File: src/rtl/mac_pkg.sv
// mac_pkg: shared defaults and FSM state encoding for mac_accum_requant.
`timescale 1ns/1ps
package mac_pkg;

  localparam int DEF_ACC_W = 32;
  localparam int DEF_OUT_W = 8;
  localparam int DEF_LEN_W = 16;

  // ACC: taking product beats, REQ: requantizing, OUT: presenting the result.
  typedef enum logic [1:0] {
    ACC = 2'd0,
    REQ = 2'd1,
    OUT = 2'd2
  } state_t;

endpackage

File: src/rtl/requant_sat.sv
// requant_sat: round-half-up arithmetic right shift of the accumulator,
// optional ReLU (MAC_ACCUM_RELU_EN), then signed saturation to OUT_W bits.
// Purely combinational; the caller registers the result.
`timescale 1ns/1ps
module requant_sat
  import mac_pkg::*;
#(
  parameter int ACC_W = DEF_ACC_W,
  parameter int OUT_W = DEF_OUT_W
) (
  input  logic signed [ACC_W-1:0] acc_i,
  input  logic        [4:0]       shift_i,
  output logic signed [OUT_W-1:0] data_o,
  output logic                    sat_o
);

  localparam logic signed [ACC_W:0] MAX_V = (ACC_W+1)'((2 ** (OUT_W - 1)) - 1);
  localparam logic signed [ACC_W:0] MIN_V = ~MAX_V;

  // One extra bit keeps acc + 2^(shift-1) from wrapping at the top of range.
  logic signed [ACC_W:0] ext;
  logic signed [ACC_W:0] half;
  logic signed [ACC_W:0] rnd;

  // Round, optionally clip negatives, then clamp to the output range.
  always_comb begin
    ext  = {acc_i[ACC_W-1], acc_i};
    half = '0;
    if (shift_i != 5'd0) begin
      half = (ACC_W+1)'(1) << (shift_i - 5'd1);
    end
    rnd = (ext + half) >>> shift_i;
`ifdef MAC_ACCUM_RELU_EN
    if (rnd[ACC_W]) begin
      rnd = '0;
    end
`endif
    sat_o  = 1'b0;
    data_o = rnd[OUT_W-1:0];
    if (rnd > MAX_V) begin
      data_o = MAX_V[OUT_W-1:0];
      sat_o  = 1'b1;
    end else if (rnd < MIN_V) begin
      data_o = MIN_V[OUT_W-1:0];
      sat_o  = 1'b1;
    end
  end

endmodule

File: src/rtl/mac_accum_requant.sv
// mac_accum_requant: accumulates cfg_len signed products (plus a bias) with
// saturation, requantizes the sum to OUT_W bits and hands it downstream.
// Optional feature: define MAC_ACCUM_RELU_EN to clip negative results to 0.
//
// Handshakes: a transfer happens on a rising edge where valid and ready are
// both 1; valid-side signals hold their values until that transfer.
// Timing: last beat accepted at edge t -> result registered at t+1 (REQ),
// out_valid rises at t+2 (output register stage in OUT).
`timescale 1ns/1ps
module mac_accum_requant
  import mac_pkg::*;
#(
  parameter int ACC_W = DEF_ACC_W,
  parameter int OUT_W = DEF_OUT_W,
  parameter int LEN_W = DEF_LEN_W
) (
  input  logic             clk,
  input  logic             rst,
  input  logic [LEN_W-1:0] cfg_len,
  input  logic [4:0]       cfg_shift,
  input  logic [ACC_W-1:0] cfg_bias,
  input  logic             in_valid,
  output logic             in_ready,
  input  logic [ACC_W-1:0] in_data,
  output logic             out_valid,
  input  logic             out_ready,
  output logic [OUT_W-1:0] out_data,
  output logic             out_sat,
  output state_t           dbg_state
);

  state_t                   state_q, state_d;
  logic signed [ACC_W-1:0]  acc_q, acc_d;
  logic        [LEN_W-1:0]  cnt_q, cnt_d;
  logic        [LEN_W-1:0]  len_q, len_d;
  logic        [4:0]        shift_q, shift_d;
  logic        [ACC_W-1:0]  bias_q, bias_d;
  logic                     gsat_q, gsat_d;
  logic                     out_valid_q, out_valid_d;
  logic        [OUT_W-1:0]  out_data_q, out_data_d;
  logic                     out_sat_q, out_sat_d;

  logic signed [OUT_W-1:0]  rq_data;
  logic                     rq_sat;
  logic        [LEN_W-1:0]  len_in;
  logic signed [ACC_W-1:0]  add_a;
  logic signed [ACC_W-1:0]  sum;
  logic                     ov;
  logic                     last;

  // Saturating signed add; returns {overflowed, clamped sum}.
  function automatic logic [ACC_W:0] sat_add(input logic signed [ACC_W-1:0] a,
                                             input logic signed [ACC_W-1:0] b);
    logic signed [ACC_W:0] s;
    s = {a[ACC_W-1], a} + {b[ACC_W-1], b};
    if (s[ACC_W] != s[ACC_W-1]) begin
      return s[ACC_W] ? {1'b1, 1'b1, {(ACC_W-1){1'b0}}}
                      : {1'b1, 1'b0, {(ACC_W-1){1'b1}}};
    end
    return {1'b0, s[ACC_W-1:0]};
  endfunction

  requant_sat #(.ACC_W(ACC_W), .OUT_W(OUT_W)) u_requant (
    .acc_i   (acc_q),
    .shift_i (shift_q),
    .data_o  (rq_data),
    .sat_o   (rq_sat)
  );

  assign in_ready  = (state_q == ACC);
  assign out_valid = out_valid_q;
  assign out_data  = out_data_q;
  assign out_sat   = out_sat_q;
  assign dbg_state = state_q;

  // Next-state logic: group accumulation, requant capture, output handshake.
  always_comb begin
    state_d     = state_q;
    acc_d       = acc_q;
    cnt_d       = cnt_q;
    len_d       = len_q;
    shift_d     = shift_q;
    bias_d      = bias_q;
    gsat_d      = gsat_q;
    out_valid_d = out_valid_q;
    out_data_d  = out_data_q;
    out_sat_d   = out_sat_q;
    len_in      = (cfg_len == '0) ? LEN_W'(1) : cfg_len;
    add_a       = (cnt_q == '0) ? cfg_bias : acc_q;
    {ov, sum}   = sat_add(add_a, in_data);
    last        = 1'b0;
    case (state_q)
      ACC: begin
        if (in_valid) begin
          acc_d = sum;
          if (cnt_q == '0) begin
            // First beat of a group: config is sampled here and nowhere else.
            len_d   = len_in;
            shift_d = cfg_shift;
            bias_d  = cfg_bias;
            gsat_d  = ov;
            last    = (len_in == LEN_W'(1));
          end else begin
            gsat_d = gsat_q | ov;
            last   = ((cnt_q + LEN_W'(1)) == len_q);
          end
          if (last) begin
            cnt_d   = '0;
            state_d = REQ;
          end else begin
            cnt_d = cnt_q + LEN_W'(1);
          end
        end
      end
      REQ: begin
        out_data_d = rq_data;
        out_sat_d  = gsat_q | rq_sat;
        state_d    = OUT;
      end
      OUT: begin
        if (!out_valid_q) begin
          out_valid_d = 1'b1;
        end else if (out_ready) begin
          out_valid_d = 1'b0;
          state_d     = ACC;
        end
      end
      default: state_d = ACC;
    endcase
  end

  // State registers; reset drops any partial or pending result.
  always_ff @(posedge clk or posedge rst) begin
    if (rst) begin
      state_q     <= ACC;
      acc_q       <= '0;
      cnt_q       <= '0;
      len_q       <= '0;
      shift_q     <= '0;
      bias_q      <= '0;
      gsat_q      <= 1'b0;
      out_valid_q <= 1'b0;
      out_data_q  <= '0;
      out_sat_q   <= 1'b0;
    end else begin
      state_q     <= state_d;
      acc_q       <= acc_d;
      cnt_q       <= cnt_d;
      len_q       <= len_d;
      shift_q     <= shift_d;
      bias_q      <= bias_d;
      gsat_q      <= gsat_d;
      out_valid_q <= out_valid_d;
      out_data_q  <= out_data_d;
      out_sat_q   <= out_sat_d;
    end
  end

endmodule

File: config.mk
export PLATFORM = sky130hd
export DESIGN_NAME = mac_accum_requant
export DESIGN_NICKNAME = d
export VERILOG_FILES = /design/src/rtl/mac_pkg.sv /design/src/rtl/requant_sat.sv /design/src/rtl/mac_accum_requant.sv
export SDC_FILE = /design/constraint.sdc
export NUM_CORES = 1
export LEC_CHECK = 0
export ABC_AREA = 1
export CAP_MARGIN = 20
export CORE_ASPECT_RATIO = 1.4
export CORE_MARGIN = 8
export CORE_UTILIZATION = 60
export DETAILED_ROUTE_END_ITERATION = 7
export DONT_BUFFER_PORTS = 1
export PLACE_DENSITY_LB_ADDON = 0.2
export SLEW_MARGIN = 20
export SYNTH_ARGS = -nofsm -noshare
export SYNTH_HDL_FRONTEND = slang
export SYNTH_SLANG_ARGS = --single-unit
File: constraint.sdc
create_clock -name clk -period 7.79 [get_ports clk]
set_input_delay 1.9475 -clock clk [delete_from_list [all_inputs] [get_ports clk]]
set_output_delay 1.9475 -clock clk [all_outputs]
set_load 0.05 [all_outputs]
==> flow_summary.ini, run 1 <==
[synth]
synth_seq_area_share_pct = 17.2
synth_nets = 2232
synth_top_family_by_area = simple AND/OR/NAND/NOR gates
synth_edf_count = 0
yosys_warnings = 0
syn_avg_cell_area_sq_um = 5.74
synth-xor-area-share_pct = 2.58
synth.cell_area_sq_mm = 0.0119
yosysUniqueCellTypes = 57
synth_adder_area_share_pct = 7.49
postSynth.asyncResetShare_pct = 100
synth.area.mux_share_pct = 0.568
yosys_most_used_dff = dfrtp_1
synth_seq_cells = 82
synth-compound-area-share_pct = 9.53
synth_cells = 2073
synth_simple_gate_area_share_pct = 51.7

[clock_tree]
holdBufCountCts = 0
cts_buffer_depth = 2
clk_latency_ns = 0.35
post-cts-setup-buffer-count = 0
cts_tree = built
cts_made_buffers = 9
post_cts_resized = 0
cts_sinks = 82
clk_pin_slew_worst_paths_ns = 0.07
htree_levels = 3
cts-root-buf = clkbuf_16

[timing]
fin_crit_ns = 5.95
fin_ws_ns = 1.84
tightest_slew_ns = 0.944
rsz0062_at_grt = false
maxSlewHeadroom_pct = 36.8
slew_violations = 0
setup-tns-final_ns = 0
period_share_pct = 76.4
fin_skew_ns = 0.0180
fmax_mhz = 168
setup_viol = 0
hold_viol_final = 0

[drt]
viasPerCell = 5.99
wire_per_inst_um = 18.3
ant_nets = 0
drc = 0
detailedRoute.firstPassIterationCount = 6
dr_total_vias = 13700
wirelength_um = 41900
first_iter_violations = 1032

[grt]
antenna_found_initial = 0
use_met1_pct = 35.6
grt.met2_usage_pct = 61.0
first_global_vias = 13300
grt_start_max_net_pins = 83
grt_pass1_wl_um = 66800
track_usage_pct = 33.9
top_usage_layer = met2
use_met3_pct = 3.41
grt_overflow_total = 0

[finish]
nNetsFinal = 2185
syn2layout_area_growth_pct = 2.91
antennaDiodeCount = 0
post-route-util_pct = 62.2
final_area_sq_mm = 0.0122
nFillCells = 1983
drive_gt1_share_pct = 7.24

[place]
pre_cts_ws_ns = 1.65
placed_area_sq_mm = 0.0119
dp_hpwl_um = 33800
gp_congestion = 1.02
io_buffers = 0

[setup_path]
r2r-end = acc_q[28]$_DFFE_PP0P_
critPathTopFamily = compound AO/OA/AOI/OAI gates
path_depth = 29
worstPathArrival_ns = 6.14
worstPathBufferInverterCount = 6
critPathLaunch = cnt_q[0]$_DFFE_PP0P_
crit_path_top_delay_cell = ha_1
end_kind = register
path_max_fanout = 33
cp-endpoint = acc_q[28]$_DFFE_PP0P_
cpPeakStageDelay_ns = 0.69
crit_path_start_kind = register
r2r_cells = 29
r2r_setup_slack_ns = 1.84
rr_startpoint = cnt_q[0]$_DFFE_PP0P_
cp.required_ns = 7.98
crit_type = register to register
cp_common_cell = nand2_1

[die]
initial_core_util_pct = 60.4
fp-row-count = 61
dieArea_sq_mm = 0.0247
core_sq_mm = 0.0197
die_w_um = 135
fp.dieH_um = 183
io_pins = 102

[pwr]
p_leak_nw = 6.42
ir_worst_vdd_uv = 420
powerDensity_mw_per_mm2 = 510

[status]
status = complete, no violations

[hold_path]
hold_start = len_q[1]$_DFFE_PP0P_
hold_depth = 2
min_path_type = register to register

[run]
cap_viol_max_count = 0
==> worst reg2reg max path, delay by kind of cell (launching register included) <==
| family | cells | cell delay [ns] |
|---|---|---|
| AOI/OAI and AO/OA | 7 | 1.45 |
| buffers and inverters | 6 | 1.35 |
| adders and majority gates | 3 | 1.19 |
| and+or+nand+nor | 12 | 1.18 |
| DFF | 1 | 0.40 |
| xor gates and xnor gates | 1 | 0.22 |
==> worst min-delay path by stage <==
stage / endpoint / slack, ns
global placement: len_q[2]$_DFFE_PP0P_ / 0.49
floorplan: len_q[1]$_DFFE_PP0P_ / 0.47
detailed placement: len_q[1]$_DFFE_PP0P_ / 0.49
CTS: len_q[1]$_DFFE_PP0P_ / 0.51
finish: len_q[1]$_DFFE_PP0P_ / 0.50
global route: len_q[1]$_DFFE_PP0P_ / 0.53
==> placed cells by master (no fill, tap or decap), types with 3 or more instances in the layout <==
cell type / netlist / final
o22ai_1: 8 / 8
buf_4: 9 / 12
clkbuf_16: 0 / 9
nor4_1: 13 / 13
nor3_1: 14 / 14
inv_1: 230 / 229
ha_1: 68 / 68
nand3_1: 343 / 343
nand4_1: 20 / 20
o21bai_1: 3 / 3
inv_6: 1 / 3
nor2_4: 5 / 5
nand2_1: 671 / 671
nand3_2: 32 / 32
o211ai_1: 4 / 4
inv_2: 9 / 9
nand3b_1: 5 / 5
o21ai_1: 3 / 3
nand2_2: 25 / 25
o21ai_0: 63 / 63
a31oi_1: 8 / 8
xor2_1: 24 / 24
a21oi_1: 96 / 96
xnor2_1: 11 / 11
dfrtp_1: 82 / 82
clkinv_1: 4 / 4
nor2_2: 9 / 10
mux2_2: 6 / 6
nor2_1: 190 / 189
nand3_4: 3 / 3
or2_2: 16 / 16
nand2_4: 5 / 5
==> routing by layer <==
layer | share of wire, % | routed length (um)
met3 | 5.4 | 2260
met1 | 36 | 15000
met5 | 0 | 0
met4 | 7.6 | 3180
met2 | 51 | 21400
==> state kept, by name, indices dropped and copies added (netlist names) <==
| signal | cells |
|---|---|
| cnt_q | 16 |
| len_q | 16 |
| out_data | 8 |
| gsat_q | 1 |
| acc_q | 32 |
| out_valid | 1 |
| out_sat | 1 |
| shift_q | 5 |
| dbg_state | 2 |
==> cell type report <==
cell class | count | area [sq um] | area share, %
Sequential cell | 82 | 2050 | 16.8
Inverter | 244 | 922 | 7.53
Timing Repair Buffer | 13 | 101 | 0.828
Multi-Input combinational cell | 1676 | 8550 | 69.8
Clock buffer | 10 | 229 | 1.87
Clock inverter | 6 | 73.8 | 0.603
Tap cell | 252 | 315 | 2.57
==> stage by stage <==
stage / hold slack (ns) / std cells / power (mW)
after global placement: 0.490 / 2267 / 5.60
final: 0.505 / 2283 / 6.24
after detailed placement: 0.490 / 2267 / 5.67
after global routing: 0.531 / 2283 / 6.82
after CTS: 0.507 / 2283 / 6.14
after floorplan: 0.468 / 2073 / 4.52
==> synth_stat cells (3+ instances only) <==
master      n  area share, %
o22ai_1     8           0.42
a21oi_1    96            4.0
nand3b_1    5           0.32
nand3_1   343             14
nand3_2    32            2.7
nand2_2    25            1.3
mux2_2      6           0.57
ha_1       68            7.1
nand2_1   671             21
xor2_1     24            1.8
clkbuf_1   30           0.95
a31oi_1     8           0.42
o211ai_1    4           0.25
o21ai_0    63            2.6
buf_1       7           0.22
nand2_4     5           0.47
inv_1     230            7.3
nor2_4      5           0.47
nand3_4     3           0.44
xnor2_1    11           0.81
nor4_1     13           0.68
clkinv_1    4           0.13
inv_2       9           0.28
buf_2      18           0.76
o21bai_1    3           0.19
nor2_1    190            6.0
buf_6       4           0.38
dfrtp_1    82             17
nor2_2      9           0.47
o21ai_1     3           0.13
nor3_1     14           0.59
or2_2      16           0.84
nand4_1    20            1.1
buf_4       9           0.57
==> cell families after synthesis <==
logic type                 count (synthesis)
buffers and inverters                    315
muxes                                      6
AOI/OAI and AO/OA                        206
other                                      1
DFF                                       82
adders and majority gates                 70
xor gates and xnor gates                  35
and+or+nand+nor                         1358
==> report_power, final <==
group | internal, mW | leakage [nW] | switching (mW)
registers | 0.586 | 0.957 | 0.179
clock network | 0.253 | 0.142 | 0.187
logic | 1.57 | 5.32 | 3.47
(Power assumes the default switching activity.)
==> run 2: changes to the inputs <==
==> constraint.sdc (replaced) <==
create_clock -name clk -period 5.3 [get_ports clk]
set_input_delay 1.325 -clock clk [delete_from_list [all_inputs] [get_ports clk]]
set_output_delay 1.325 -clock clk [all_outputs]
set_load 0.05 [all_outputs]
==> flow_summary.ini, run 2 (synthesis results as in run 1) <==
[status]
status = complete, no violations

[hold_path]
hold_depth = 2
min_to = len_q[5]$_DFFE_PP0P_
hold_start = len_q[5]$_DFFE_PP0P_
min_path_type = register to register

[grt]
track_usage_pct = 32.6
first_global_vias = 12900
grt_start_max_net_pins = 63
grt_overflow_total = 0
antenna_found_initial = 1
grt_pass1_wl_um = 64200

[drt]
first_iter_violations = 964
dr_total_vias = 13500
ant_nets = 0
detailedRoute.firstPassIterationCount = 8
drc = 0
viasPerCell = 5.90
wire_per_inst_um = 17.9
wirelength_um = 41100

[finish]
top_register = acc_q
largest_reg_flops = 32
syn2layout_area_growth_pct = 4.34
reg_top3 = acc_q x32, cnt_q x16, len_q x16
layout_commonest_cell = nand2_1
stdcell_count = 2293
drive_gt1_share_pct = 8.04
nNetsFinal = 2194
mostFrequentLayoutCells = nand2_1, nand3_1, inv_1, nor2_1, a21oi_1

[die]
core_sq_mm = 0.0197
io_pins = 102
fp.dieH_um = 183
die_w_um = 135
fp-row-count = 61
dieArea_sq_mm = 0.0247
initial_core_util_pct = 60.4

[timing]
period_share_pct = 95.7
fin_skew_ns = 0.0108
fin_ws_ns = 0.226
fmax_mhz = 197
tightest_slew_ns = 0.946
setup_viol = 0
fin_crit_ns = 5.07
slew_violations = 0
maxSlewHeadroom_pct = 36.7
hold_viol_final = 0

[run]
cap_viol_max_count = 0

[pwr]
ir_worst_vdd_uv = 402
power_mw = 9.41
powerDensity_mw_per_mm2 = 758
p_leak_nw = 6.50

[place]
io_buffers = 0
gp_congestion = 1.07
numPlacedInstances = 2275
dp_hpwl_um = 33600
pre_cts_ws_ns = 0.105

[clock_tree]
cts_tree = built
cts_sinks = 82
cts-root-buf = clkbuf_16
cts_buffer_depth = 2
clk_pin_slew_worst_paths_ns = 0.07
htree_levels = 3
cts_made_buffers = 9
clk_latency_ns = 0.34

[setup_path]
worstPathArrival_ns = 5.33
crit_path_start_kind = register
crit_path_top_delay_cell = dfrtp_1
rr_startpoint = cnt_q[0]$_DFFE_PP0P_
path_max_fanout = 20
cp.required_ns = 5.55
end_kind = register
r2r_setup_slack_ns = 0.23
r2r_cells = 31
r2r-end = acc_q[14]$_DFFE_PP0P_
cpPeakStageDelay_ns = 0.42
cp_common_cell = nand2_1
crit_type = register to register
## run 2: cell count changes in the layout (fill, tap and decap cells not counted), sizes merged
cell and change:
diode +1, bufinv +1, inv -1, buf +9
## run 2: worst max-delay path: cells and delay by family (launching register included)
kind / cells / cell delay, ns
xor+xnor: 1 / 0.29
compound gates: 6 / 1.04
flops: 1 / 0.42
buf+inv: 7 / 0.88
simple gates: 14 / 1.56
fa+ha+maj: 3 / 0.77
## run 2: layer usage
metal,track usage (%),vias up,wire length [um]
met2,60.4,509,21300
met3,3.63,165,1730
met1,33.5,6160,15200
met4,21.8,0,2860
met5,0,-,0
li1,-,6686,-
## run 2: worst max-delay path by stage
stage / startpoint / end / cells past startpoint
2_1_floorplan: cnt_q[12]$_DFFE_PP0P_ / acc_q[10]$_DFFE_PP0P_ / 29
3_3_place_gp: cfg_bias[1] / acc_q[1]$_DFFE_PP0P_ / 24
3_5_place_dp: cfg_bias[1] / acc_q[23]$_DFFE_PP0P_ / 24
4_1_cts: cnt_q[0]$_DFFE_PP0P_ / acc_q[23]$_DFFE_PP0P_ / 30
5_1_grt: cnt_q[0]$_DFFE_PP0P_ / acc_q[14]$_DFFE_PP0P_ / 31
6_report: cnt_q[0]$_DFFE_PP0P_ / acc_q[14]$_DFFE_PP0P_ / 31
## run 2: cell type report
class,instances,area [sq um]
Clock inverter,6,96.3
Multi-Input combinational cell,1676,8600
Antenna cell,1,2.50
Inverter,244,928
Sequential cell,82,2050
Timing Repair Buffer,22,185
Fill cell,2011,7270
Tap cell,252,315
Clock buffer,10,239
## run 2: metrics by stage
stage               TNS, ns  utilization, %  area, sq um  hold WS, ns
finish                    0            63.1        12400        0.505
global route         -0.213            63.1        12400        0.539
CTS                       0            62.6        12300        0.508
detailed placement        0            60.9        12000        0.489
global placement          0            60.9        12000        0.488
floorplan                 0               -        11900        0.468
## run 2: repair_timing
action / CTS / global route
setup buffers: 0 / 0
setup endpoints to repair: 0 / 40
gates resized for setup: 0 / 20
hold buffers: 0 / 0
## run 2: power breakdown
group	internal [mW]	switching [mW]	leakage (nW)
Clock	0.432	0.278	0.161
Combinational	2.43	5.13	5.38
Sequential	0.862	0.271	0.957
Total	3.73	5.68	6.50
